File: src/rtl/apb2axi_32_64_if.sv
// AXI4 bus bundle: one instance per master/slave link, with Master and Slave views.
interface AXI_BUS #(
   parameter int unsigned AXI_ADDR_WIDTH = 64,
   parameter int unsigned AXI_DATA_WIDTH = 64,
   parameter int unsigned AXI_ID_WIDTH   = 4,
   parameter int unsigned AXI_USER_WIDTH = 1
);
   localparam int unsigned AXI_STRB_WIDTH = AXI_DATA_WIDTH / 8;

   logic [AXI_ID_WIDTH-1:0]   aw_id;
   logic [AXI_ADDR_WIDTH-1:0] aw_addr;
   logic [7:0]                aw_len;
   logic [2:0]                aw_size;
   logic [1:0]                aw_burst;
   logic                      aw_lock;
   logic [3:0]                aw_cache;
   logic [2:0]                aw_prot;
   logic [3:0]                aw_qos;
   logic [3:0]                aw_region;
   logic [AXI_USER_WIDTH-1:0] aw_user;
   logic                      aw_valid;
   logic                      aw_ready;

   logic [AXI_DATA_WIDTH-1:0] w_data;
   logic [AXI_STRB_WIDTH-1:0] w_strb;
   logic                      w_last;
   logic [AXI_USER_WIDTH-1:0] w_user;
   logic                      w_valid;
   logic                      w_ready;

   logic [AXI_ID_WIDTH-1:0]   b_id;
   logic [1:0]                b_resp;
   logic [AXI_USER_WIDTH-1:0] b_user;
   logic                      b_valid;
   logic                      b_ready;

   logic [AXI_ID_WIDTH-1:0]   ar_id;
   logic [AXI_ADDR_WIDTH-1:0] ar_addr;
   logic [7:0]                ar_len;
   logic [2:0]                ar_size;
   logic [1:0]                ar_burst;
   logic                      ar_lock;
   logic [3:0]                ar_cache;
   logic [2:0]                ar_prot;
   logic [3:0]                ar_qos;
   logic [3:0]                ar_region;
   logic [AXI_USER_WIDTH-1:0] ar_user;
   logic                      ar_valid;
   logic                      ar_ready;

   logic [AXI_ID_WIDTH-1:0]   r_id;
   logic [AXI_DATA_WIDTH-1:0] r_data;
   logic [1:0]                r_resp;
   logic                      r_last;
   logic [AXI_USER_WIDTH-1:0] r_user;
   logic                      r_valid;
   logic                      r_ready;

   modport Master (
      output aw_id, aw_addr, aw_len, aw_size, aw_burst, aw_lock, aw_cache, aw_prot,
             aw_qos, aw_region, aw_user, aw_valid,
      input  aw_ready,
      output w_data, w_strb, w_last, w_user, w_valid,
      input  w_ready,
      input  b_id, b_resp, b_user, b_valid,
      output b_ready,
      output ar_id, ar_addr, ar_len, ar_size, ar_burst, ar_lock, ar_cache, ar_prot,
             ar_qos, ar_region, ar_user, ar_valid,
      input  ar_ready,
      input  r_id, r_data, r_resp, r_last, r_user, r_valid,
      output r_ready
   );

   modport Slave (
      input  aw_id, aw_addr, aw_len, aw_size, aw_burst, aw_lock, aw_cache, aw_prot,
             aw_qos, aw_region, aw_user, aw_valid,
      output aw_ready,
      input  w_data, w_strb, w_last, w_user, w_valid,
      output w_ready,
      output b_id, b_resp, b_user, b_valid,
      input  b_ready,
      input  ar_id, ar_addr, ar_len, ar_size, ar_burst, ar_lock, ar_cache, ar_prot,
             ar_qos, ar_region, ar_user, ar_valid,
      output ar_ready,
      output r_id, r_data, r_resp, r_last, r_user, r_valid,
      input  r_ready
   );
endinterface

File: src/rtl/apb2axi_32_64.sv
// APB completer that issues one single-beat AXI4 transaction per APB transfer,
// with a bounded-latency timeout and a drain phase for late responses.
module apb2axi_32_64 #(
   parameter int unsigned                AxiAddrWidth  = 64,
   parameter int unsigned                AxiDataWidth  = 64,
   parameter int unsigned                AxiIdWidth    = 4,
   parameter int unsigned                AxiUserWidth  = 1,
   parameter int unsigned                ApbAddrWidth  = 32,
   parameter logic [AxiIdWidth-1:0]      AxiId         = '0,
   parameter logic [AxiAddrWidth-1:0]    AddrOffset    = '0,
   parameter int unsigned                TimeoutCycles = 256
) (
   input  logic                    clk_i,
   input  logic                    rst_ni,
   input  logic                    PSEL,
   input  logic                    PENABLE,
   input  logic                    PWRITE,
   input  logic [ApbAddrWidth-1:0] PADDR,
   input  logic [31:0]             PWDATA,
   output logic [31:0]             PRDATA,
   output logic                    PREADY,
   output logic                    PSLVERR,
   AXI_BUS.Master                  axi
);

   if (AxiDataWidth != 64) begin : g_bad_data_width
      $error("apb2axi_32_64: only AxiDataWidth = 64 is supported");
   end
   if (AxiAddrWidth < ApbAddrWidth) begin : g_bad_addr_width
      $error("apb2axi_32_64: AxiAddrWidth must be >= ApbAddrWidth");
   end

   typedef enum logic [2:0] {IDLE, WR_REQ, WR_RESP, RD_REQ, RD_RESP, DONE, DRAIN} state_t;

   state_t                  state;
   logic [15:0]             cnt;
   logic                    write_q;
   logic                    lane_q;
   logic                    timed_out;
   logic                    aw_done;
   logic                    w_done;
   logic [AxiAddrWidth-1:0] ax_addr_q;
   logic [63:0]             w_data_q;
   logic [7:0]              w_strb_q;
   logic                    aw_valid_q;
   logic                    w_valid_q;
   logic                    ar_valid_q;
   logic                    b_ready_q;
   logic                    r_ready_q;
   logic                    pready_q;
   logic                    pslverr_q;
   logic [31:0]             prdata_q;

   logic aw_hs, w_hs, ar_hs, b_hs, r_hs;
   logic waiting, progress, expired;

   assign aw_hs = aw_valid_q & axi.aw_ready;
   assign w_hs  = w_valid_q  & axi.w_ready;
   assign ar_hs = ar_valid_q & axi.ar_ready;
   assign b_hs  = b_ready_q  & axi.b_valid;
   assign r_hs  = r_ready_q  & axi.r_valid;

   assign waiting = (state == WR_REQ) || (state == WR_RESP) ||
                    (state == RD_REQ) || (state == RD_RESP);
   assign expired = (TimeoutCycles != 0) && (cnt == 16'(TimeoutCycles));

   always_comb begin
      progress = 1'b0;
      case (state)
         WR_REQ:  progress = (aw_done | aw_hs) & (w_done | w_hs);
         WR_RESP: progress = b_hs;
         RD_REQ:  progress = ar_hs;
         RD_RESP: progress = r_hs;
         default: progress = 1'b0;
      endcase
   end

   always_ff @(posedge clk_i or negedge rst_ni) begin
      if (!rst_ni) begin
         state      <= IDLE;
         cnt        <= '0;
         write_q    <= 1'b0;
         lane_q     <= 1'b0;
         timed_out  <= 1'b0;
         aw_done    <= 1'b0;
         w_done     <= 1'b0;
         ax_addr_q  <= '0;
         w_data_q   <= '0;
         w_strb_q   <= '0;
         aw_valid_q <= 1'b0;
         w_valid_q  <= 1'b0;
         ar_valid_q <= 1'b0;
         b_ready_q  <= 1'b0;
         r_ready_q  <= 1'b0;
         pready_q   <= 1'b0;
         pslverr_q  <= 1'b0;
         prdata_q   <= '0;
      end else begin
         // Request valids retire on their own handshake in every state, so a
         // request still pending at timeout completes during DONE/DRAIN.
         if (aw_hs) aw_valid_q <= 1'b0;
         if (w_hs)  w_valid_q  <= 1'b0;
         if (ar_hs) ar_valid_q <= 1'b0;
         if (aw_hs) aw_done    <= 1'b1;
         if (w_hs)  w_done     <= 1'b1;
         if (waiting) cnt <= cnt + 16'd1;

         case (state)
            IDLE: begin
               if (PSEL && PENABLE) begin
                  cnt       <= '0;
                  timed_out <= 1'b0;
                  aw_done   <= 1'b0;
                  w_done    <= 1'b0;
                  ax_addr_q <= AxiAddrWidth'(PADDR) + AddrOffset;
                  lane_q    <= PADDR[2];
                  write_q   <= PWRITE;
                  if (PWRITE) begin
                     w_data_q   <= PADDR[2] ? {PWDATA, 32'h0} : {32'h0, PWDATA};
                     w_strb_q   <= PADDR[2] ? 8'hF0 : 8'h0F;
                     aw_valid_q <= 1'b1;
                     w_valid_q  <= 1'b1;
                     state      <= WR_REQ;
                  end else begin
                     ar_valid_q <= 1'b1;
                     state      <= RD_REQ;
                  end
               end
            end
            WR_REQ: begin
               if (progress) begin
                  b_ready_q <= 1'b1;
                  state     <= WR_RESP;
               end
            end
            WR_RESP: begin
               if (b_hs) begin
                  b_ready_q <= 1'b0;
                  pslverr_q <= axi.b_resp[1];
                  pready_q  <= 1'b1;
                  state     <= DONE;
               end
            end
            RD_REQ: begin
               if (progress) begin
                  r_ready_q <= 1'b1;
                  state     <= RD_RESP;
               end
            end
            RD_RESP: begin
               if (r_hs) begin
                  r_ready_q <= 1'b0;
                  prdata_q  <= lane_q ? axi.r_data[63:32] : axi.r_data[31:0];
                  pslverr_q <= axi.r_resp[1];
                  pready_q  <= 1'b1;
                  state     <= DONE;
               end
            end
            DONE: begin
               pready_q <= 1'b0;
               if (timed_out) begin
                  b_ready_q <= write_q;
                  r_ready_q <= ~write_q;
                  state     <= DRAIN;
               end else begin
                  state <= IDLE;
               end
            end
            DRAIN: begin
               if (b_hs || r_hs) begin
                  b_ready_q <= 1'b0;
                  r_ready_q <= 1'b0;
                  timed_out <= 1'b0;
                  state     <= IDLE;
               end
            end
            default: state <= IDLE;
         endcase

         // Overrides the per-state updates; a response arriving on the expiry
         // cycle counts as progress and completes normally.
         if (waiting && !progress && expired) begin
            b_ready_q <= 1'b0;
            r_ready_q <= 1'b0;
            pslverr_q <= 1'b1;
            prdata_q  <= '0;
            pready_q  <= 1'b1;
            timed_out <= 1'b1;
            state     <= DONE;
         end
      end
   end

   assign PRDATA  = prdata_q;
   assign PREADY  = pready_q;
   assign PSLVERR = pslverr_q;

   assign axi.aw_id     = AxiId;
   assign axi.aw_addr   = ax_addr_q;
   assign axi.aw_len    = '0;
   assign axi.aw_size   = 3'b010;
   assign axi.aw_burst  = 2'b01;
   assign axi.aw_lock   = 1'b0;
   assign axi.aw_cache  = '0;
   assign axi.aw_prot   = '0;
   assign axi.aw_qos    = '0;
   assign axi.aw_region = '0;
   assign axi.aw_user   = {AxiUserWidth{1'b0}};
   assign axi.aw_valid  = aw_valid_q;

   assign axi.w_data  = w_data_q;
   assign axi.w_strb  = w_strb_q;
   assign axi.w_last  = 1'b1;
   assign axi.w_user  = {AxiUserWidth{1'b0}};
   assign axi.w_valid = w_valid_q;

   assign axi.b_ready = b_ready_q;

   assign axi.ar_id     = AxiId;
   assign axi.ar_addr   = ax_addr_q;
   assign axi.ar_len    = '0;
   assign axi.ar_size   = 3'b010;
   assign axi.ar_burst  = 2'b01;
   assign axi.ar_lock   = 1'b0;
   assign axi.ar_cache  = '0;
   assign axi.ar_prot   = '0;
   assign axi.ar_qos    = '0;
   assign axi.ar_region = '0;
   assign axi.ar_user   = {AxiUserWidth{1'b0}};
   assign axi.ar_valid  = ar_valid_q;

   assign axi.r_ready = r_ready_q;

   logic unused_axi;
   assign unused_axi = ^{axi.b_id, axi.b_resp[0], axi.b_user,
                         axi.r_id, axi.r_resp[0], axi.r_last, axi.r_user};

endmodule

File: src/flat_wrapper.sv
// flat-port wrapper written by rule: the top's interface ports become plain ports
module apb2axi_32_64_flat 
#(
   parameter int unsigned                AxiAddrWidth  = 64,
   parameter int unsigned                AxiDataWidth  = 64,
   parameter int unsigned                AxiIdWidth    = 4,
   parameter int unsigned                AxiUserWidth  = 1,
   parameter int unsigned                ApbAddrWidth  = 32,
   parameter logic [AxiIdWidth-1:0]      AxiId         = '0,
   parameter logic [AxiAddrWidth-1:0]    AddrOffset    = '0,
   parameter int unsigned                TimeoutCycles = 256
)
  (clk_i, rst_ni, PSEL, PENABLE, PWRITE, PADDR, PWDATA, PRDATA, PREADY, PSLVERR, axi_aw_id, axi_aw_addr, axi_aw_len, axi_aw_size, axi_aw_burst, axi_aw_lock, axi_aw_cache, axi_aw_prot, axi_aw_qos, axi_aw_region, axi_aw_user, axi_aw_valid, axi_aw_ready, axi_w_data, axi_w_strb, axi_w_last, axi_w_user, axi_w_valid, axi_w_ready, axi_b_id, axi_b_resp, axi_b_user, axi_b_valid, axi_b_ready, axi_ar_id, axi_ar_addr, axi_ar_len, axi_ar_size, axi_ar_burst, axi_ar_lock, axi_ar_cache, axi_ar_prot, axi_ar_qos, axi_ar_region, axi_ar_user, axi_ar_valid, axi_ar_ready, axi_r_id, axi_r_data, axi_r_resp, axi_r_last, axi_r_user, axi_r_valid, axi_r_ready);
  AXI_BUS #(.AXI_ADDR_WIDTH(64), .AXI_DATA_WIDTH(64), .AXI_ID_WIDTH(4), .AXI_USER_WIDTH(1)) axi_i ();
  input  logic clk_i;
  input  logic rst_ni;
  input  logic PSEL;
  input  logic PENABLE;
  input  logic PWRITE;
  input  logic [ApbAddrWidth-1:0] PADDR;
  input  logic [31:0] PWDATA;
  output logic [31:0] PRDATA;
  output logic PREADY;
  output logic PSLVERR;
  output wire logic [$bits(axi_i.aw_id)-1:0] axi_aw_id;
  output wire logic [$bits(axi_i.aw_addr)-1:0] axi_aw_addr;
  output wire logic [$bits(axi_i.aw_len)-1:0] axi_aw_len;
  output wire logic [$bits(axi_i.aw_size)-1:0] axi_aw_size;
  output wire logic [$bits(axi_i.aw_burst)-1:0] axi_aw_burst;
  output wire logic [$bits(axi_i.aw_lock)-1:0] axi_aw_lock;
  output wire logic [$bits(axi_i.aw_cache)-1:0] axi_aw_cache;
  output wire logic [$bits(axi_i.aw_prot)-1:0] axi_aw_prot;
  output wire logic [$bits(axi_i.aw_qos)-1:0] axi_aw_qos;
  output wire logic [$bits(axi_i.aw_region)-1:0] axi_aw_region;
  output wire logic [$bits(axi_i.aw_user)-1:0] axi_aw_user;
  output wire logic [$bits(axi_i.aw_valid)-1:0] axi_aw_valid;
  input wire logic [$bits(axi_i.aw_ready)-1:0] axi_aw_ready;
  output wire logic [$bits(axi_i.w_data)-1:0] axi_w_data;
  output wire logic [$bits(axi_i.w_strb)-1:0] axi_w_strb;
  output wire logic [$bits(axi_i.w_last)-1:0] axi_w_last;
  output wire logic [$bits(axi_i.w_user)-1:0] axi_w_user;
  output wire logic [$bits(axi_i.w_valid)-1:0] axi_w_valid;
  input wire logic [$bits(axi_i.w_ready)-1:0] axi_w_ready;
  input wire logic [$bits(axi_i.b_id)-1:0] axi_b_id;
  input wire logic [$bits(axi_i.b_resp)-1:0] axi_b_resp;
  input wire logic [$bits(axi_i.b_user)-1:0] axi_b_user;
  input wire logic [$bits(axi_i.b_valid)-1:0] axi_b_valid;
  output wire logic [$bits(axi_i.b_ready)-1:0] axi_b_ready;
  output wire logic [$bits(axi_i.ar_id)-1:0] axi_ar_id;
  output wire logic [$bits(axi_i.ar_addr)-1:0] axi_ar_addr;
  output wire logic [$bits(axi_i.ar_len)-1:0] axi_ar_len;
  output wire logic [$bits(axi_i.ar_size)-1:0] axi_ar_size;
  output wire logic [$bits(axi_i.ar_burst)-1:0] axi_ar_burst;
  output wire logic [$bits(axi_i.ar_lock)-1:0] axi_ar_lock;
  output wire logic [$bits(axi_i.ar_cache)-1:0] axi_ar_cache;
  output wire logic [$bits(axi_i.ar_prot)-1:0] axi_ar_prot;
  output wire logic [$bits(axi_i.ar_qos)-1:0] axi_ar_qos;
  output wire logic [$bits(axi_i.ar_region)-1:0] axi_ar_region;
  output wire logic [$bits(axi_i.ar_user)-1:0] axi_ar_user;
  output wire logic [$bits(axi_i.ar_valid)-1:0] axi_ar_valid;
  input wire logic [$bits(axi_i.ar_ready)-1:0] axi_ar_ready;
  input wire logic [$bits(axi_i.r_id)-1:0] axi_r_id;
  input wire logic [$bits(axi_i.r_data)-1:0] axi_r_data;
  input wire logic [$bits(axi_i.r_resp)-1:0] axi_r_resp;
  input wire logic [$bits(axi_i.r_last)-1:0] axi_r_last;
  input wire logic [$bits(axi_i.r_user)-1:0] axi_r_user;
  input wire logic [$bits(axi_i.r_valid)-1:0] axi_r_valid;
  output wire logic [$bits(axi_i.r_ready)-1:0] axi_r_ready;
  assign axi_aw_id = axi_i.aw_id;
  assign axi_aw_addr = axi_i.aw_addr;
  assign axi_aw_len = axi_i.aw_len;
  assign axi_aw_size = axi_i.aw_size;
  assign axi_aw_burst = axi_i.aw_burst;
  assign axi_aw_lock = axi_i.aw_lock;
  assign axi_aw_cache = axi_i.aw_cache;
  assign axi_aw_prot = axi_i.aw_prot;
  assign axi_aw_qos = axi_i.aw_qos;
  assign axi_aw_region = axi_i.aw_region;
  assign axi_aw_user = axi_i.aw_user;
  assign axi_aw_valid = axi_i.aw_valid;
  assign axi_i.aw_ready = axi_aw_ready;
  assign axi_w_data = axi_i.w_data;
  assign axi_w_strb = axi_i.w_strb;
  assign axi_w_last = axi_i.w_last;
  assign axi_w_user = axi_i.w_user;
  assign axi_w_valid = axi_i.w_valid;
  assign axi_i.w_ready = axi_w_ready;
  assign axi_i.b_id = axi_b_id;
  assign axi_i.b_resp = axi_b_resp;
  assign axi_i.b_user = axi_b_user;
  assign axi_i.b_valid = axi_b_valid;
  assign axi_b_ready = axi_i.b_ready;
  assign axi_ar_id = axi_i.ar_id;
  assign axi_ar_addr = axi_i.ar_addr;
  assign axi_ar_len = axi_i.ar_len;
  assign axi_ar_size = axi_i.ar_size;
  assign axi_ar_burst = axi_i.ar_burst;
  assign axi_ar_lock = axi_i.ar_lock;
  assign axi_ar_cache = axi_i.ar_cache;
  assign axi_ar_prot = axi_i.ar_prot;
  assign axi_ar_qos = axi_i.ar_qos;
  assign axi_ar_region = axi_i.ar_region;
  assign axi_ar_user = axi_i.ar_user;
  assign axi_ar_valid = axi_i.ar_valid;
  assign axi_i.ar_ready = axi_ar_ready;
  assign axi_i.r_id = axi_r_id;
  assign axi_i.r_data = axi_r_data;
  assign axi_i.r_resp = axi_r_resp;
  assign axi_i.r_last = axi_r_last;
  assign axi_i.r_user = axi_r_user;
  assign axi_i.r_valid = axi_r_valid;
  assign axi_r_ready = axi_i.r_ready;
  apb2axi_32_64 #(.AxiAddrWidth(AxiAddrWidth), .AxiDataWidth(AxiDataWidth), .AxiIdWidth(AxiIdWidth), .AxiUserWidth(AxiUserWidth), .ApbAddrWidth(ApbAddrWidth), .AxiId(AxiId), .AddrOffset(AddrOffset), .TimeoutCycles(TimeoutCycles)) u_core (.clk_i(clk_i), .rst_ni(rst_ni), .PSEL(PSEL), .PENABLE(PENABLE), .PWRITE(PWRITE), .PADDR(PADDR), .PWDATA(PWDATA), .PRDATA(PRDATA), .PREADY(PREADY), .PSLVERR(PSLVERR), .axi(axi_i));
endmodule
File: config.mk
export PLATFORM = sky130hd
export DESIGN_NAME = apb2axi_32_64_flat
export DESIGN_NICKNAME = d
export VERILOG_FILES = /design/src/rtl/apb2axi_32_64_if.sv /design/src/rtl/apb2axi_32_64.sv /design/src/flat_wrapper.sv
export SDC_FILE = /design/constraint.sdc
export NUM_CORES = 1
export LEC_CHECK = 0
export CAP_MARGIN = 30
export CORE_AREA = 2 2 178 180
export DETAILED_ROUTE_END_ITERATION = 8
export DIE_AREA = 0 0 180 182
export GPL_TIMING_DRIVEN = 0
export SYNTH_ARGS = -nofsm -noshare
export SYNTH_HDL_FRONTEND = slang
export SYNTH_SLANG_ARGS = --single-unit
File: constraint.sdc
create_clock -name clk_i -period 3.06 [get_ports clk_i]
set_input_delay 0.612 -clock clk_i [delete_from_list [all_inputs] [get_ports clk_i]]
set_output_delay 0.612 -clock clk_i [all_outputs]
set_load 0.1 [all_outputs]
Word-level counts from Yosys, hierarchy flattened:

Index checks and enable logic that the tools add are counted.

* add/sub/neg operators: 1
* equality and inequality tests: 14
* mux-type cells: 59
* bitwise operators: 9
* reduce and logical (&&, ||, !) cells: 25

Operators by type and width (number)
* $mux 32: 4
* $mux 64: 1
* $mux 16: 3
* $mux 1: 34
* $mux 3: 8
* $pmux 3 s7: 1
* $add 16x1->16 const B: 1
* $eq 16x9->1 const B: 1
* $ne 3x2->1 const B: 4
* $pmux 1 s4: 3
* $reduce_and 3->1: 4
* $reduce_and 5->1: 2
* $reduce_bool 5->1: 2
* $eq 3x3->1 const B: 3
* $ne 3x1->1 const B: 3
* $mux 8: 1
* $and 1x1->1: 6
* $eq 3x2->1 const B: 2
* $reduce_and 6->1: 1
* $reduce_bool 3->1: 2
* $logic_or 1x1->1: 4
* $pmux 1 s2: 2
* $reduce_and 2->1: 2
* $reduce_bool 2->1: 2
* other kinds (9): 12

* register bits after elaboration: 167
* input bits: 153
* word-level logic and storage cells: 126

Longest topological paths before layout:

Gate-level depths: netlist of run 1.

* word-level depth: 9
* gate-level depth with buffers: 9
* gate-level depth less buffers: 7

Worst setup path after synthesis of run 1:

Ideal clock, no wire load.

* path type: reg-to-reg
* start point: register u_core.w_valid_q (netlist: u_core.axi.w_valid)
* end point: register u_core.prdata_q[22] (netlist: u_core.PRDATA[22])
* arrival time: 2.082 ns
* path slack: 0.891 ns
* stages on the path, launching flop included: 8
* buffers on the path: 2
* cells stage by stage: dfrtp_1 -> a21oi_1 -> o211ai_1 -> a211oi_2 -> nor2b_4 -> buf_12 -> buf_12 -> a211oi_2

* longest elaborated chain between the ends: 9
* elaborated cells between the ends (all ways): 11
* those cells by class: mux (2); bitwise (3); reduce/logical (6)

Ends and longest elaborated chain
* from (decl): line apb2axi_32_64.sv:46 `logic w_valid_q;`
* from (signal assigned): line apb2axi_32_64.sv:91 `w_valid_q <= 1'b0;`
* from (signal assigned): line apb2axi_32_64.sv:102 `if (w_hs) w_valid_q <= 1'b0;`
* from (signal assigned): line apb2axi_32_64.sv:122 `w_valid_q <= 1'b1;`
* $and 1x1->1 (*): line apb2axi_32_64.sv:58 `assign w_hs = w_valid_q & axi.w_ready;`
* $or 1x1->1 (*): line apb2axi_32_64.sv:70 `WR_REQ: progress = (aw_done | aw_hs) & (w_done | w_hs);`
* $and 1x1->1 (*): line apb2axi_32_64.sv:70
* $pmux 1 s4 (*): line apb2axi_32_64.sv:69 `case (state)`
* $logic_not 1->1 (*): line apb2axi_32_64.sv:182 `if (waiting && !progress && expired) begin`
* $logic_and 1x1->1 (*) (2 in series): line apb2axi_32_64.sv:182
* $reduce_bool 2->1 (no line)
* $reduce_and 2->1 (no line)
* to (signal assigned): line apb2axi_32_64.sv:153 `prdata_q <= lane_q ? axi.r_data[63:32] : axi.r_data[31:0];`
* to (decl): line apb2axi_32_64.sv:52 `logic [31:0] prdata_q;`

Every way passes the cells marked *; elsewhere a longest branch is shown, timed or not.
A chain may end at the register's enable or synchronous reset.

Worst setup path in the final report of run 1:

* start point: register u_core.w_strb_q[3] (netlist: u_core.axi.w_strb[3])
* end point: output port axi_w_strb[3]

RTL lines
* from (decl): line apb2axi_32_64.sv:44 `logic [7:0] w_strb_q;`
* from (signal assigned): line apb2axi_32_64.sv:120 `w_strb_q <= PADDR[2] ? 8'hF0 : 8'h0F;`
* to (decl): line flat_wrapper.sv:39 `output wire logic [$bits(axi_i.w_strb)-1:0] axi_w_strb;`

No word-level cell between the ends.

==> summary.md, run 1 <==
| Metric | Value |
|---|---|
| Crit Path Category | `flip-flop to output port` |
| Worst r2r src | `u_core.state[2]$_DFFE_PN0P_` |
| Top cells by area, synth | `dfrtp_1 (46%), buf_4 (15%), nand2_1 (9.1%)` |
| Synth Instances | `928` |
| R2R cell count | `5` |
| Crit share post-route | `0.908` |
| Worst Tran Pin Value | `between 1 and 1.5 ns` |
| Clock power share | `0.137` |
| Required @ worst endpoint | `2.45 ns` |
| Fin. Hold Viols | `0` |
| Post-synth EDFFs | `0` |
| IO Pins | `462` |
| Power density cells | `1150 mW/mm2` |
| CTS max path bufs | `2` |
| Drt initial violations | `293` |
| Arrival time at the worst endpoint | `2.17 ns` |
| WL per Instance | `about 15 um` |
| Comb pwr share | `0.650` |
| Crit-path max cell delay | `around 1.1 ns` |
| Worst-path clk slew | `approximately 0.080 ns` |
| End of the worst register-to-register path | `u_core.axi.ar_addr[30]$_DFFE_PN0P_` |
| Skew final | `0.0140 ns` |
| Cts repair resizes | `0` |
| Cells along the critical path | `buf_4 -> clkdlybuf4s50_1` |
| Routed Wire Length | `~27000 um` |
| Async set-reset flop share out of synthesis | `1.00` |
| Status | `completed` |
| GR Overflow Total | `0` |
| Critical Path End Type | `output port` |
| FP Rows | `65` |
| Ratio of cells with drive above 1 in the final layout | `0.201` |
| Count of cell types in the netlist | `56` |
| Synthesized area per cell | `around 9.3 um2` |
| Initial Utilization | `0.280` |
| Initial antenna violation count | `0` |
| Switching pwr | `approximately 9200 uW` |
| Max-Slew Margin vs Limit | `0.310` |
| Gr usage total | `0.163` |
| Sequential Power Share | `0.213` |
| Post-synth top area cell | `dfrtp_1` |
| ANT cells | `0` |
| Post-CTS Setup Bufs | `0` |
| Clock period minus worst slack | `2.78 ns` |
| Vias in the first global route | `7387` |
| Crit-path slowest cell | `clkdlybuf4s50_1` |
| Max Cap Viol | `0` |
| Worst-case vdd ir drop | `676 uV` |
| Placeable core area | `a little over 0.03 mm2` |
| CTS tree | `done` |
| Hold-fix buffers at CTS | `0` |
| WHS | `0.0982 ns` |
| Fin nets | `1551` |
| DRC | `0` |
| Non-filler cells, final | `1810` |
| Final Max Slew Viols | `0` |
| R2R Setup Slk | `0.94 ns` |
| Die area | `0.0328 mm2` |
| Placer congestion estimate | `0.837` |
| Worst skew pair latency | `0.42 ns` |
| Antenna Nets Post-Route | `0` |
| DIE WIDTH | `180 um` |
| Placed cells | `1778` |
| Post-synth top area share | `0.462` |
| Inserted Clock Buffers | `17` |
| Post-DP HPWL | `21500 um` |
| Via density | `between 4 and 5` |
| Max Fclk | `360 MHz` |
| First-pass GRT wire length | `42200 um` |
| YS warnings | `0` |
| Dominant synthesized flop cell | `dfrtp_1` |
| Leak Pwr | `approximately 0.0063 uW` |
| Sum Neg Setup Slack | `0 ns` |
| Synthesis-stage register bit count | `160` |
| Clock Tree Root | `clkbuf_16` |
| Total clock sinks | `160` |
| Pin count of the biggest net entering global routing | `a little over 90` |
| Internal cell power | `between 6000 and 7000 uW` |
| Vias | `7367` |
| Die Height | `about 180 um` |
| Sw Ratio | `0.591` |
| Post-synth top cells | `nand2_1 (210), buf_4 (174), dfrtp_1 (160)` |
| Unrepaired setup endpoints after global routing | `false` |
| Hold/Removal Path Class | `input pin to async pin` |
| Mapped Area | `0.00866 mm2` |
| Sequential-to-total area share from yosys stat | `0.462` |
| Most common cell in the netlist | `nand2_1` |
| Layout overhead on the synthesized area | `55.7%` |
| Critical path launch point type | `flip-flop` |
| First drt pass iteration count | `4` |
| # setup viols final | `0` |
| IO buf count | `313` |
| H-tree levels | `4` |
| Crit path max fanout | `5` |
-- how the worst max path moves through the flow --
| stage | start | end | slack, ns | cells past startpoint |
|---|---|---|---|---|
| 6_report | u_core.axi.w_strb[3]$_DFFE_PN0P_ | axi_w_strb[3] | 0.28 | 2 |
| 2_1_floorplan | u_core.axi.w_valid$_DFF_PN0_ | u_core.PRDATA[22]$_DFFE_PN0P_ | 0.89 | 7 |
| 3_3_place_gp | rst_ni | u_core.axi.ar_addr[9]$_DFFE_PN0P_ | -5.61 | 1 |
| 5_1_grt | u_core.axi.w_strb[3]$_DFFE_PN0P_ | axi_w_strb[3] | 0.20 | 2 |
| 3_5_place_dp | PSEL | u_core.axi.ar_addr[30]$_DFFE_PN0P_ | 0.30 | 6 |
| 4_1_cts | u_core.axi.w_strb[3]$_DFFE_PN0P_ | axi_w_strb[3] | 0.23 | 2 |
-- critical path, delay by kind of cell, from the launching register on --
kind,cells,cell delay [ns]
buffers and inverters,2,1.27
flip-flops,1,0.48
-- power groups by stage --
stage / logic, uW / clock network [uW] / registers [uW]
2_1_floorplan: 4280 / 0 / 6820
3_3_place_gp: 10000 / 0 / 3330
6_report: 10100 / 2130 / 3310
3_5_place_dp: 10100 / 0 / 3340
5_1_grt: 10500 / 2300 / 3410
4_1_cts: 10100 / 2220 / 3320
-- metal layers --
layer / routed length (um) / share of wire / vias to the layer above / GRT usage
met5: 0 / 0 / - / 0
met3: 2620 / 0.096 / 25 / 0.0618
met4: 376 / 0.014 / 0 / 0.0429
li1: - / - / 3675 / -
met1: 11400 / 0.42 / 3335 / 0.196
met2: 12900 / 0.47 / 332 / 0.274
-- kinds of logic (layout without fill, tap and decap cells) --
kind of cell	Yosys count	in the layout	synth area share
and+or+nand+nor	347	347	0.176
buffers and inverters	234	582	0.189
DFF	160	160	0.462
AOI/OAI and AO/OA	135	135	0.115
muxes	34	34	0.0394
xor gates and xnor gates	14	14	0.0142
adders and majority gates	2	2	0.00289
other	2	134	0.000867
-- through the flow --
step / cell area [um2] / setup slack [ns] / utilization / total power, uW
6_report: 13500 / 0.282 / 0.435 / 15500
5_1_grt: 13500 / 0.203 / 0.435 / 16200
3_3_place_gp: 12800 / -5.61 / 0.413 / 13400
2_1_floorplan: 9160 / 0.891 / - / 11100
4_1_cts: 13500 / 0.231 / 0.434 / 15700
3_5_place_dp: 12900 / 0.304 / 0.416 / 13500
-- flip-flops by register name, summed over array words and instances (netlist names), 2 cells and up --
register,flops
u_core.axi.w_strb,2
u_core.axi.ar_addr,32
u_core.state,3
u_core.axi.w_data,64
u_core.cnt,16
u_core.PRDATA,32
-- area by class of cell --
type,count,area [um2]
clock inverter,14,150
tap,402,503
inverter,9,33.8
multi-input combinational,666,3510
sequential,160,4000
fill,3111,17500
timing repair buffer,317,3250
buffer,225,1610
clock buffer,17,425
-- cells in the final DEF (no fill, tap or decap), types with 4 or more instances in the layout --
master,netlist,final
clkbuf_16,0,17
buf_16,0,4
o21ai_0,52,52
nor3_1,6,6
nand2b_1,33,33
dfrtp_1,160,160
nor2_1,59,59
conb_1,2,134
xor2_1,11,11
a211oi_2,30,30
o21ai_1,17,17
nand3_1,12,12
inv_1,9,9
a211oi_1,5,5
mux2i_1,33,33
a21oi_1,11,11
nand2_1,210,210
buf_2,23,23
clkdlybuf4s50_1,0,312
buf_4,174,174
inv_8,0,4
clkbuf_1,21,21
nand4_1,5,5
clkinv_4,0,4
buf_12,4,4
inv_6,0,4
No activity file was read; power rests on OpenSTA's default activity.
==> run 2, diff against run 1 <==
CAP_MARGIN = 0   (was 30)
==> summary.md, run 2 (synthesis results as in run 1) <==
| Metric | Value |
|---|---|
| Leak Pwr | `0.00624 uW (-0.67%)` |
| Skew final | `0.0183 ns (+0.00436 ns)` |
| ANT cells | `0 (unchanged)` |
| Crit share post-route | `0.913 (+0.00519)` |
| Ratio of cells with drive above 1 in the final layout | `0.199 (-0.00171)` |
| Status | `completed` |
| # setup viols final | `0 (unchanged)` |
| Total clock sinks | `160 (unchanged)` |
| DIE WIDTH | `180 um (unchanged)` |
| Comb pwr share | `0.647 (-0.003)` |
| Pin count of the biggest net entering global routing | `93 (unchanged)` |
| Switching pwr | `9210 uW (+0.19%)` |
| IO buf count | `313 (unchanged)` |
| Worst-path clk slew | `0.08 ns (about the same)` |
| Most common cell after layout, fill and taps aside | `clkdlybuf4s50_1` |
| Unrepaired setup endpoints after global routing | `false` |
| H-tree levels | `4 (unchanged)` |
| Max FFs per register | `64 (unchanged)` |
| Drt initial violations | `243 (-17%)` |
| Die Height | `182 um (unchanged)` |
| GR Overflow Total | `0 (unchanged)` |
| Sw Ratio | `0.595 (+0.00355)` |
| Post-DP HPWL | `21400 um (-0.20%)` |
| First-pass GRT wire length | `42600 um (+0.88%)` |
| Antenna Nets Post-Route | `0 (unchanged)` |
| IO Pins | `462 (unchanged)` |
| Power density cells | `1160 mW/mm2 (+0.25%)` |
| Fin. Hold Viols | `0 (unchanged)` |
| Sequential Power Share | `0.214 (about the same)` |
| FP Rows | `65 (unchanged)` |
| Placer congestion estimate | `0.837 (unchanged)` |
| Worst r2r src | `u_core.state[2]$_DFFE_PN0P_` |
| DRC | `0 (unchanged)` |
| Via density | `4.06 (-0.32%)` |
| Crit path max fanout | `3 (-2)` |
| Vias in the first global route | `7355 (-0.43%)` |
| Initial Utilization | `0.280 (unchanged)` |
| Critical Path End Type | `output port` |
| Clock Tree Root | `clkbuf_16` |
| Clock power share | `0.139 (+0.002)` |
| Finished Cell Area | `0.0134 mm2 (-0.66%)` |
| Worst skew pair latency | `0.43 ns (about the same)` |
| Final Max Slew Viols | `0 (unchanged)` |
| Core Util, Final | `0.432 (-0.00287)` |
| Max Cap Viol | `0 (unchanged)` |
| WHS | `0.102 ns (+0.00343 ns)` |
| Crit Path Category | `flip-flop to output port` |
| WL per Instance | `15.2 um (+0.93%)` |
| Hold/Removal Path Class | `input pin to async pin` |
| First drt pass iteration count | `4 (unchanged)` |
| Arrival time at the worst endpoint | `2.18 ns (about the same)` |
| Initial antenna violation count | `0 (unchanged)` |
| Worst-case vdd ir drop | `688 uV (+1.8%)` |
| Placeable core area | `0.0310 mm2 (unchanged)` |
| Inserted Clock Buffers | `17 (unchanged)` |
| Worst Tran Pin Value | `1.16 ns (+0.130 ns)` |
| Max-Slew Margin vs Limit | `0.223 (-0.0868)` |
| Fin nets | `1548 (-0.19%)` |
| Most frequent cells in the layout | `clkdlybuf4s50_1 (312), nand2_1 (210), buf_4 (174)` |
| R2R Setup Slk | `0.86 ns (-0.08 ns)` |
| Clock period minus worst slack | `2.79 ns (+0.0159 ns)` |
| Post-Place Cell Area | `0.0128 mm2 (-0.43%)` |
| Gr usage total | `0.165 (+0.00147)` |
| Cts repair resizes | `0 (unchanged)` |
| Vias | `7331 (-0.49%)` |
| Layout overhead on the synthesized area | `54.6%` |
| CTS tree | `done` |
| Post-CTS Setup Bufs | `0 (unchanged)` |
| Routed Wire Length | `27500 um (+0.76%)` |
| Crit path from | `u_core.axi.ar_addr[30]$_DFFE_PN0P_` |
| Hold-fix buffers at CTS | `0 (unchanged)` |
| CTS max path bufs | `2 (unchanged)` |
| Critical path launch point type | `flip-flop` |
| Internal cell power | `6270 uW (-1.3%)` |
| Required @ worst endpoint | `2.45 ns (about the same)` |
| Max Fclk | `358 MHz (-0.57%)` |
| Die area | `0.0328 mm2 (unchanged)` |
run 2: cell types whose count changed in the layout (fill, tap and decap cells not counted):
cell        delta
clkinv_4       -2
inv_6          +3
inv_8          -2
clkinvlp_4     +1
buf_16         -3
run 2: power groups by stage:
stage                     clock [uW]  combinational (uW)  sequential, uW
after detailed placement           0               10100            3340
after global placement             0               10000            3330
after global routing            2300               10400            3410
after floorplan                    0                4280            6820
after CTS                       2210               10100            3320
final                           2150               10000            3310
run 2: final timing paths:
path | to | cells after the start
setup / recovery | axi_aw_addr[30] | 2
hold / removal | u_core.axi.w_data[38]$_DFFE_PN0P_ | 1
setup reg to reg | u_core.axi.ar_addr[30]$_DFFE_PN0P_ | 5
hold reg to reg | u_core.axi.w_data[37]$_DFFE_PN0P_ | 2
max in group asynchronous | u_core.axi.ar_addr[6]$_DFFE_PN0P_ | 2
min in group clk_i | u_core.axi.w_data[37]$_DFFE_PN0P_ | 2
run 2: stage by stage:
step / total power [uW] / std cells / worst slack (ns) / setup TNS [ns]
after global routing: 16100 / 1807 / 0.127 / 0
after detailed placement: 13400 / 1776 / 0.280 / 0
after floorplan: 11100 / 1060 / 0.891 / 0
after CTS: 15600 / 1807 / 0.165 / 0
after global placement: 13400 / 1775 / -5.61 / -894.81
final: 15500 / 1807 / 0.266 / 0
run 2: final cells by class:
class / count / area [um2]
Sequential cell: 160 / 4000
Clock buffer: 17 / 425
Multi-Input combinational cell: 666 / 3510
Fill cell: 3071 / 17600
Tap cell: 402 / 503
Inverter: 9 / 33.8
Timing Repair Buffer: 314 / 3170
Clock inverter: 14 / 144
Buffer: 225 / 1610
run 2: per-layer routing:
metal	wire (um)	GRT usage	share of wire
met1	11500	0.197	0.42
met2	12900	0.275	0.47
met3	2770	0.0632	0.10
met4	393	0.0475	0.014
met5	0	0	0
run 2: worst max-delay path: stages (launching register included):
cell and delay (ns):
dfrtp_1 0.39, buf_4 0.12, clkdlybuf4s50_1 1.24
